File: src/rtl/if_fetch_queue_if.sv
`default_nettype none
// ============================================================================
//  Module   : if_fetch_queue_if
//  Brief    : Fetch/decode handshake bundle for the instruction fetch queue.
//  Revision : 1.0 - initial release
// ============================================================================
interface if_fetch_queue_if #(
    parameter int AW = 2
);
    logic          start_i;
    logic          push_i;
    logic [31:0]   pc_i;
    logic [31:0]   instr_i;
    logic          pop_i;
    logic          flush_i;
    logic [31:0]   pc_o;
    logic [31:0]   instr_o;
    logic          valid_o;
    logic          empty_o;
    logic          full_o;
    logic [AW:0]   count_o;

    modport master (
        output start_i, push_i, pc_i, instr_i, pop_i, flush_i,
        input  pc_o, instr_o, valid_o, empty_o, full_o, count_o
    );

    modport slave (
        input  start_i, push_i, pc_i, instr_i, pop_i, flush_i,
        output pc_o, instr_o, valid_o, empty_o, full_o, count_o
    );
endinterface
`default_nettype wire

File: src/rtl/if_fetch_queue.sv
`default_nettype none
// ============================================================================
//  Module   : if_fetch_queue
//  Brief    : In-order {pc, instr} queue between fetch and IF/ID decode,
//             show-ahead head with NOP bubble when empty, flush on redirect.
//  Revision : 1.0 - initial release
// ============================================================================
module if_fetch_queue #(
    parameter int DEPTH = 4,
    parameter int AW    = 2
) (
    input  wire logic        clk_i,
    input  wire logic        rst_i,
    if_fetch_queue_if.slave  bus
);

    localparam logic [AW:0]   c_CNT_FULL = (AW+1)'(DEPTH);
    localparam logic [AW:0]   c_CNT_ONE  = (AW+1)'(1);
    localparam logic [AW-1:0] c_PTR_ONE  = AW'(1);

    logic [63:0]      r_mem [DEPTH];
    logic [AW-1:0]    r_wp;
    logic [AW-1:0]    r_rp;
    logic [AW:0]      r_cnt;

    logic             w_full;
    logic             w_empty;
    logic             w_push;
    logic             w_pop;
    logic             w_run;
    logic [DEPTH-1:0] w_we;
    logic [63:0]      w_head;

    assign w_full  = (r_cnt == c_CNT_FULL);
    assign w_empty = (r_cnt == '0);
    assign w_run   = bus.start_i & ~bus.flush_i;

    // Acceptance is judged on the pre-edge count, so a full queue drops a
    // push even when a pop frees a slot in the same cycle.
    assign w_push  = w_run & bus.push_i & ~w_full;
    assign w_pop   = w_run & bus.pop_i  & ~w_empty;

    for (genvar gi = 0; gi < DEPTH; gi++) begin : g_we
        assign w_we[gi] = w_push & (r_wp == AW'(gi));
    end

    always_ff @(posedge clk_i or negedge rst_i) begin
        if (!rst_i) begin
            for (int i = 0; i < DEPTH; i++) begin
                r_mem[i] <= '0;
            end
        end else begin
            for (int i = 0; i < DEPTH; i++) begin
                if (w_we[i]) begin
                    r_mem[i] <= {bus.pc_i, bus.instr_i};
                end
            end
        end
    end

    always_ff @(posedge clk_i or negedge rst_i) begin
        if (!rst_i) begin
            r_wp  <= '0;
            r_rp  <= '0;
            r_cnt <= '0;
        end else if (bus.start_i) begin
            if (bus.flush_i) begin
                r_wp  <= '0;
                r_rp  <= '0;
                r_cnt <= '0;
            end else begin
                if (w_push) begin
                    r_wp <= r_wp + c_PTR_ONE;
                end
                if (w_pop) begin
                    r_rp <= r_rp + c_PTR_ONE;
                end
                case ({w_push, w_pop})
                    2'b10:   r_cnt <= r_cnt + c_CNT_ONE;
                    2'b01:   r_cnt <= r_cnt - c_CNT_ONE;
                    default: r_cnt <= r_cnt;
                endcase
            end
        end
    end

    // Show-ahead head; masked to a NOP bubble so stale storage never leaks.
    assign w_head      = r_mem[r_rp];
    assign bus.pc_o    = w_empty ? 32'h0 : w_head[63:32];
    assign bus.instr_o = w_empty ? 32'h0 : w_head[31:0];
    assign bus.valid_o = ~w_empty;
    assign bus.empty_o = w_empty;
    assign bus.full_o  = w_full;
    assign bus.count_o = r_cnt;

endmodule
`default_nettype wire

File: src/flat_wrapper.sv
// flat-port wrapper written by rule: the top's interface ports become plain ports
module if_fetch_queue_flat 
#(
    parameter int DEPTH = 4,
    parameter int AW    = 2
)
  (clk_i, rst_i, bus_start_i, bus_push_i, bus_pc_i, bus_instr_i, bus_pop_i, bus_flush_i, bus_pc_o, bus_instr_o, bus_valid_o, bus_empty_o, bus_full_o, bus_count_o);
  if_fetch_queue_if #(.AW(AW)) bus_i ();
  input  wire logic clk_i;
  input  wire logic rst_i;
  input wire logic [$bits(bus_i.start_i)-1:0] bus_start_i;
  input wire logic [$bits(bus_i.push_i)-1:0] bus_push_i;
  input wire logic [$bits(bus_i.pc_i)-1:0] bus_pc_i;
  input wire logic [$bits(bus_i.instr_i)-1:0] bus_instr_i;
  input wire logic [$bits(bus_i.pop_i)-1:0] bus_pop_i;
  input wire logic [$bits(bus_i.flush_i)-1:0] bus_flush_i;
  output wire logic [$bits(bus_i.pc_o)-1:0] bus_pc_o;
  output wire logic [$bits(bus_i.instr_o)-1:0] bus_instr_o;
  output wire logic [$bits(bus_i.valid_o)-1:0] bus_valid_o;
  output wire logic [$bits(bus_i.empty_o)-1:0] bus_empty_o;
  output wire logic [$bits(bus_i.full_o)-1:0] bus_full_o;
  output wire logic [$bits(bus_i.count_o)-1:0] bus_count_o;
  assign bus_i.start_i = bus_start_i;
  assign bus_i.push_i = bus_push_i;
  assign bus_i.pc_i = bus_pc_i;
  assign bus_i.instr_i = bus_instr_i;
  assign bus_i.pop_i = bus_pop_i;
  assign bus_i.flush_i = bus_flush_i;
  assign bus_pc_o = bus_i.pc_o;
  assign bus_instr_o = bus_i.instr_o;
  assign bus_valid_o = bus_i.valid_o;
  assign bus_empty_o = bus_i.empty_o;
  assign bus_full_o = bus_i.full_o;
  assign bus_count_o = bus_i.count_o;
  if_fetch_queue #(.DEPTH(DEPTH), .AW(AW)) u_core (.clk_i(clk_i), .rst_i(rst_i), .bus(bus_i));
endmodule
File: config.mk
export PLATFORM = sky130hd
export DESIGN_NAME = if_fetch_queue_flat
export DESIGN_NICKNAME = d
export VERILOG_FILES = /design/src/rtl/if_fetch_queue_if.sv /design/src/rtl/if_fetch_queue.sv /design/src/flat_wrapper.sv
export SDC_FILE = /design/constraint.sdc
export NUM_CORES = 1
export LEC_CHECK = 0
export CAP_MARGIN = 10
export CORE_MARGIN = 4
export CORE_UTILIZATION = 30
export DETAILED_ROUTE_END_ITERATION = 7
export GPL_TIMING_DRIVEN = 0
export PLACE_DENSITY = 0.53
export SLEW_MARGIN = 0
export SYNTH_ARGS = -nofsm -noshare
export SYNTH_HDL_FRONTEND = slang
export SYNTH_SLANG_ARGS = --single-unit
File: constraint.sdc
create_clock -name clk_i -period 6.1 [get_ports clk_i]
set_input_delay 1.83 -clock clk_i [delete_from_list [all_inputs] [get_ports clk_i]]
set_output_delay 1.83 -clock clk_i [all_outputs]
set_load 0.1 [all_outputs]
## Word level (Yosys, flattened, before mapping)

Cells that the tools add are included.

| operators by class | value |
|---|---|
| add/sub/neg operators | 4 |
| magnitude comparators | 1 |
| equal/unequal tests | 6 |
| muxes and demuxes | 11 |
| bitwise operators | 13 |
| reduce and logical (&&, ||, !) cells | 8 |

Operator list:

| kind | number |
|---|---|
| $bmux 64 s2 | 1 |
| $mux 64 | 2 |
| $mux 32 | 2 |
| $and 1x1->1 | 9 |
| $mux 2 | 4 |
| $eq 2x2->1 const B | 3 |
| $pmux 3 s2 | 1 |
| $reduce_and 2->1 | 3 |
| $add 2x1->2 const B | 2 |
| $eq 2x1->1 const B | 2 |
| $reduce_bool 2->1 | 2 |
| $add 3x1->3 const B | 1 |
| $eq 3x3->1 const B | 1 |
| $ge 3x3->1 const B | 1 |
| $logic_not 3->1 | 1 |
| $mux 3 | 1 |
| $not 1->1 | 3 |
| $not 2->3 | 1 |
| $reduce_bool 3->1 | 1 |
| $sub 3x1->3 const B | 1 |
| $logic_not 2->1 | 1 |

| word-level totals | value |
|---|---|
| bits in registers | 263 |
| input port bits | 70 |
| output and inout bits | 70 |
| logic and storage cells | 50 |

## Logic depth before layout (Yosys ltp)

| logic depth | value |
|---|---|
| depth after elaboration | 7 |
| gate-level depth with buffers | 10 |
| mapped depth without buffers | 8 |

## Least setup slack after synthesis

Ideal clock, no wire load.

| timing path | value |
|---|---|
| path kind | register to output |
| from | reg u_core.r_cnt[1], in the netlist u_core.bus.count_o[1] |
| to | out bus_pc_o[23] |
| arrival | 3.411 ns |
| required time | 4.270 ns |
| setup slack | 0.859 ns |
| stages on the path, launching flop included | 6 |
| path through | dfrtp_1 buf_2 or3_1 clkbuf_1 clkbuf_1 and2_1 |

| on the way | value |
|---|---|
| longest elaborated chain between the ends | 2 |

Ends and longest elaborated chain:

| item | RTL line | RTL |
|---|---|---|
| start: declaration | if_fetch_queue.sv:24 | `logic [AW:0] r_cnt;` |
| start signal: assignment | if_fetch_queue.sv:79 | `2'b10: r_cnt <= r_cnt + c_CNT_ONE;` |
| start signal: assignment | if_fetch_queue.sv:80 | `2'b01: r_cnt <= r_cnt - c_CNT_ONE;` |
| start signal: assignment | if_fetch_queue.sv:81 | `default: r_cnt <= r_cnt;` |
| $logic_not 3->1 | if_fetch_queue.sv:35 | `assign w_empty = (r_cnt == '0);` |
| $mux 32 | if_fetch_queue.sv:89 | `assign bus.pc_o = w_empty ? 32'h0 : w_head[63:32];` |
| end: declaration | flat_wrapper.sv:17 | `output wire logic [$bits(bus_i.pc_o)-1:0] bus_pc_o;` |

No other way between the ends.

## Worst setup path after layout

| timing path | value |
|---|---|
| from | reg u_core.r_cnt[1], in the netlist u_core.bus.count_o[1] |
| to | out bus_pc_o[13] |

The elaborated chain is that of the path after synthesis.

==> impl_metrics.yaml <==
final_layout:
  finish.utilization_pct: 38.0
  insertedDiodeCount: 0
  drive_gt1_share_pct: 43.9
  mostFrequentLayoutCells: "263 x dfrtp_1, 180 x mux2_4, 128 x clkdlybuf4s50_1"
  fill_cells: 3940
  mostFrequentLayoutCell: "dfrtp_1"
  area_growth_pct: 24.3
  final_area_um2: 16100
  nets: 990
synth:
  synth-compound-area-share_pct: 0.842
  synth_adder_area_share_pct: 0.484
  synth_top_area_cell: "dfrtp_1"
  ys_types: 34
  ys_seq_elements: 263
  ys_warn_count: 0
  yosys-top-cells-area: "dfrtp_1 51%, mux2_4 21%, mux4_2 11%, mux2_2 6.8%, and2_1 3.1%"
  synth_simple_gate_area_share_pct: 4.25
  synth.avg_cell_area_um2: 17.4
  yosysSeqAreaShare_pct: 50.9
  synth_nets: 817
  synth_top_family_by_area: "multiplexers"
  yosys.area.top_type_share_pct: 50.9
  synth-xor-area-share_pct: 0.136
  synthesis.area_um2: 12900
  synthCells: 742
  synthMuxAreaShare_pct: 38.9
timing:
  skew_ns: 0.0161
  min_period_ns: 5.66
  rsz0062_at_grt: "no"
  hold_viol_final: 0
  finalSetupViolations: 0
  fmaxAchievable_mhz: 177
  min_period_over_period_pct: 92.8
  maxSlewViolCount: 0
  slew_headroom_pct: 26.5
  tightestPinTransition_ns: 1.10
setup_path:
  r2r_start: "u_core.bus.count_o[1]$_DFFE_PN0P_"
  crit_type: "reg -> out"
  arrival_ns: 3.83
  crit_path_start: "u_core.bus.count_o[1]$_DFFE_PN0P_"
  worstSetupStartpointType: "flip-flop"
  reg2reg_to: "u_core.bus.count_o[2]$_DFFE_PN0P_"
  cp-end-kind: "primary output"
  r2r_cells: 10
  rrSetupSlack_ns: 3.40
  required_ns: 4.27
  critPathMaxFanout: 10
  worstSetupEndpoint: "bus_pc_o[13]"
floorplan:
  die_x_um: 216
  dieArea_um2: 46500
  core_area_um2: 42200
  initial_core_util_pct: 30.6
  ios: 140
  rows: 75
  die_h_um: 216
clock_network:
  path_clk_slew_ns: 0.06
  root_buffer: "clkbuf_16"
  clock-sinks: 263
  h-tree-depth: 1
  numCtsBuffers: 30
  insertion_delay_ns: 0.55
  clockBufferDepth: 3
  cts_tree: "yes"
  holdBufCountCts: 0
grt:
  track_usage_pct: 12.7
  grt_pass1_wl_mm: 47.1
  grt_overflow: 0
  grt_pass1_vias: 7639
  antenna_found_initial: 1
  grt_max_degree: 110
routing:
  vias_per_cell: 4.68
  route.detailed.drc: 0
  wl_met3_mm: 1.33
  dr.max_layer_used: "met5"
  final_antenna_net_count: 0
  wl_met1_mm: 14.2
  drtPass1Iterations: 4
  drt_iter0_markers: 335
  vias: 6901
  post_drt_wl_per_cell_um: 20.0
  drt_wl_total_mm: 29.5
  dr_wl_met2_mm: 13.4
run_status:
  outcome: "completed"
job:
  maxCapViolCount: 0
hold_path:
  hp-class: "reg -> reg"
placed_design:
  port_buffers: 139
  place_congestion: 0.703
  placed_area_um2: 15100
  post-dp-hpwl_mm: 18.8
synth_stat cells:
master	count
a211oi_1	2
xnor2_1	1
a211o_2	1
and3b_2	1
mux4_2	64
a21oi_1	1
mux2i_1	1
inv_1	4
a22o_1	2
a31oi_1	1
buf_2	7
xor2_1	1
and2_1	64
ha_1	5
clkbuf_1	13
clkbuf_8	2
o21ai_0	7
nand2_8	3
nand4_1	1
o211a_1	2
mux2_4	180
and2b_1	1
nand3_2	1
nor3b_2	1
buf_1	2
dfrtp_1	263
mux2_2	78
buf_12	19
nand2_2	1
or3_1	2
buf_4	2
nor2_1	3
buf_6	4
nor2b_1	2
layout make-up:
| class | count | area [µm²] | share of cell area [%] |
|---|---|---|---|
| Tap cell | 539 | 674 | 4.20 |
| Inverter | 4 | 15.0 | 0.0935 |
| Timing Repair Buffer | 141 | 1440 | 8.96 |
| Multi-Input combinational cell | 426 | 5770 | 35.9 |
| Sequential cell | 263 | 6580 | 41.0 |
| Clock buffer | 48 | 920 | 5.72 |
| Buffer | 49 | 559 | 3.48 |
| Clock inverter | 5 | 105 | 0.654 |
through the flow:
step            TNS, ns  setup slack [ns]  std cells  hold slack, ns
5_1_grt               0            0.0636       1475           0.513
6_report              0             0.440       1475           0.498
3_3_place_gp   -2367.29             -9.04       1420           0.483
4_1_cts               0             0.217       1475           0.503
3_5_place_dp          0             0.493       1422           0.487
2_1_floorplan         0             0.859        742           0.474
state kept, by name (all words and copies together), names as in the netlist:
register / flops
u_core.r_rp: 2
u_core.r_wp: 2
u_core.r_mem: 256
u_core.bus.count_o: 3
metal layers:
layer  track usage (%)  up-vias
met1              18.4     3675
met4              2.43        2
met3              2.73       43
met2              19.8      117
li1                  -     3064
met5                 0        -
repair_timing:
action | 4_1_cts | 5_1_grt
buffers inserted | 0 | 0
endpoints found under the setup margin | 10 | 0
gates resized for setup | 10 | 0
logic make-up after synthesis:
kind of cell,after synthesis
AO/OA/AOI/OAI,16
XOR/XNOR,2
adder cells (fa/ha/maj),5
buffers and inverters,53
flip-flops,263
multiplexers,323
AND/OR/NAND/NOR,80
worst max-delay path, stage by stage (launching register included):
cell	delay (ns)
dfrtp_1	0.33
buf_2	0.19
or3_1	0.13
clkbuf_1	0.55
clkbuf_1	0.56
clkbuf_1	0.42
and2_1	0.22
dlygate4sd2_1	0.87
how the worst min path moves through the flow:
stage | startpoint | end | depth (start not counted)
floorplan | u_core.r_mem[127]$_DFFE_PN0P_ | u_core.r_mem[127]$_DFFE_PN0P_ | 1
global placement | u_core.r_mem[64]$_DFFE_PN0P_ | u_core.r_mem[64]$_DFFE_PN0P_ | 1
detailed placement | u_core.r_mem[81]$_DFFE_PN0P_ | u_core.r_mem[81]$_DFFE_PN0P_ | 1
CTS | u_core.r_mem[66]$_DFFE_PN0P_ | u_core.r_mem[66]$_DFFE_PN0P_ | 1
global route | u_core.r_mem[67]$_DFFE_PN0P_ | u_core.r_mem[67]$_DFFE_PN0P_ | 1
finish | u_core.r_mem[66]$_DFFE_PN0P_ | u_core.r_mem[66]$_DFFE_PN0P_ | 1
Power is left out: the tool's default activity adds up to more than one toggle a clock period on the data nets, which glitch-free logic cannot reach.
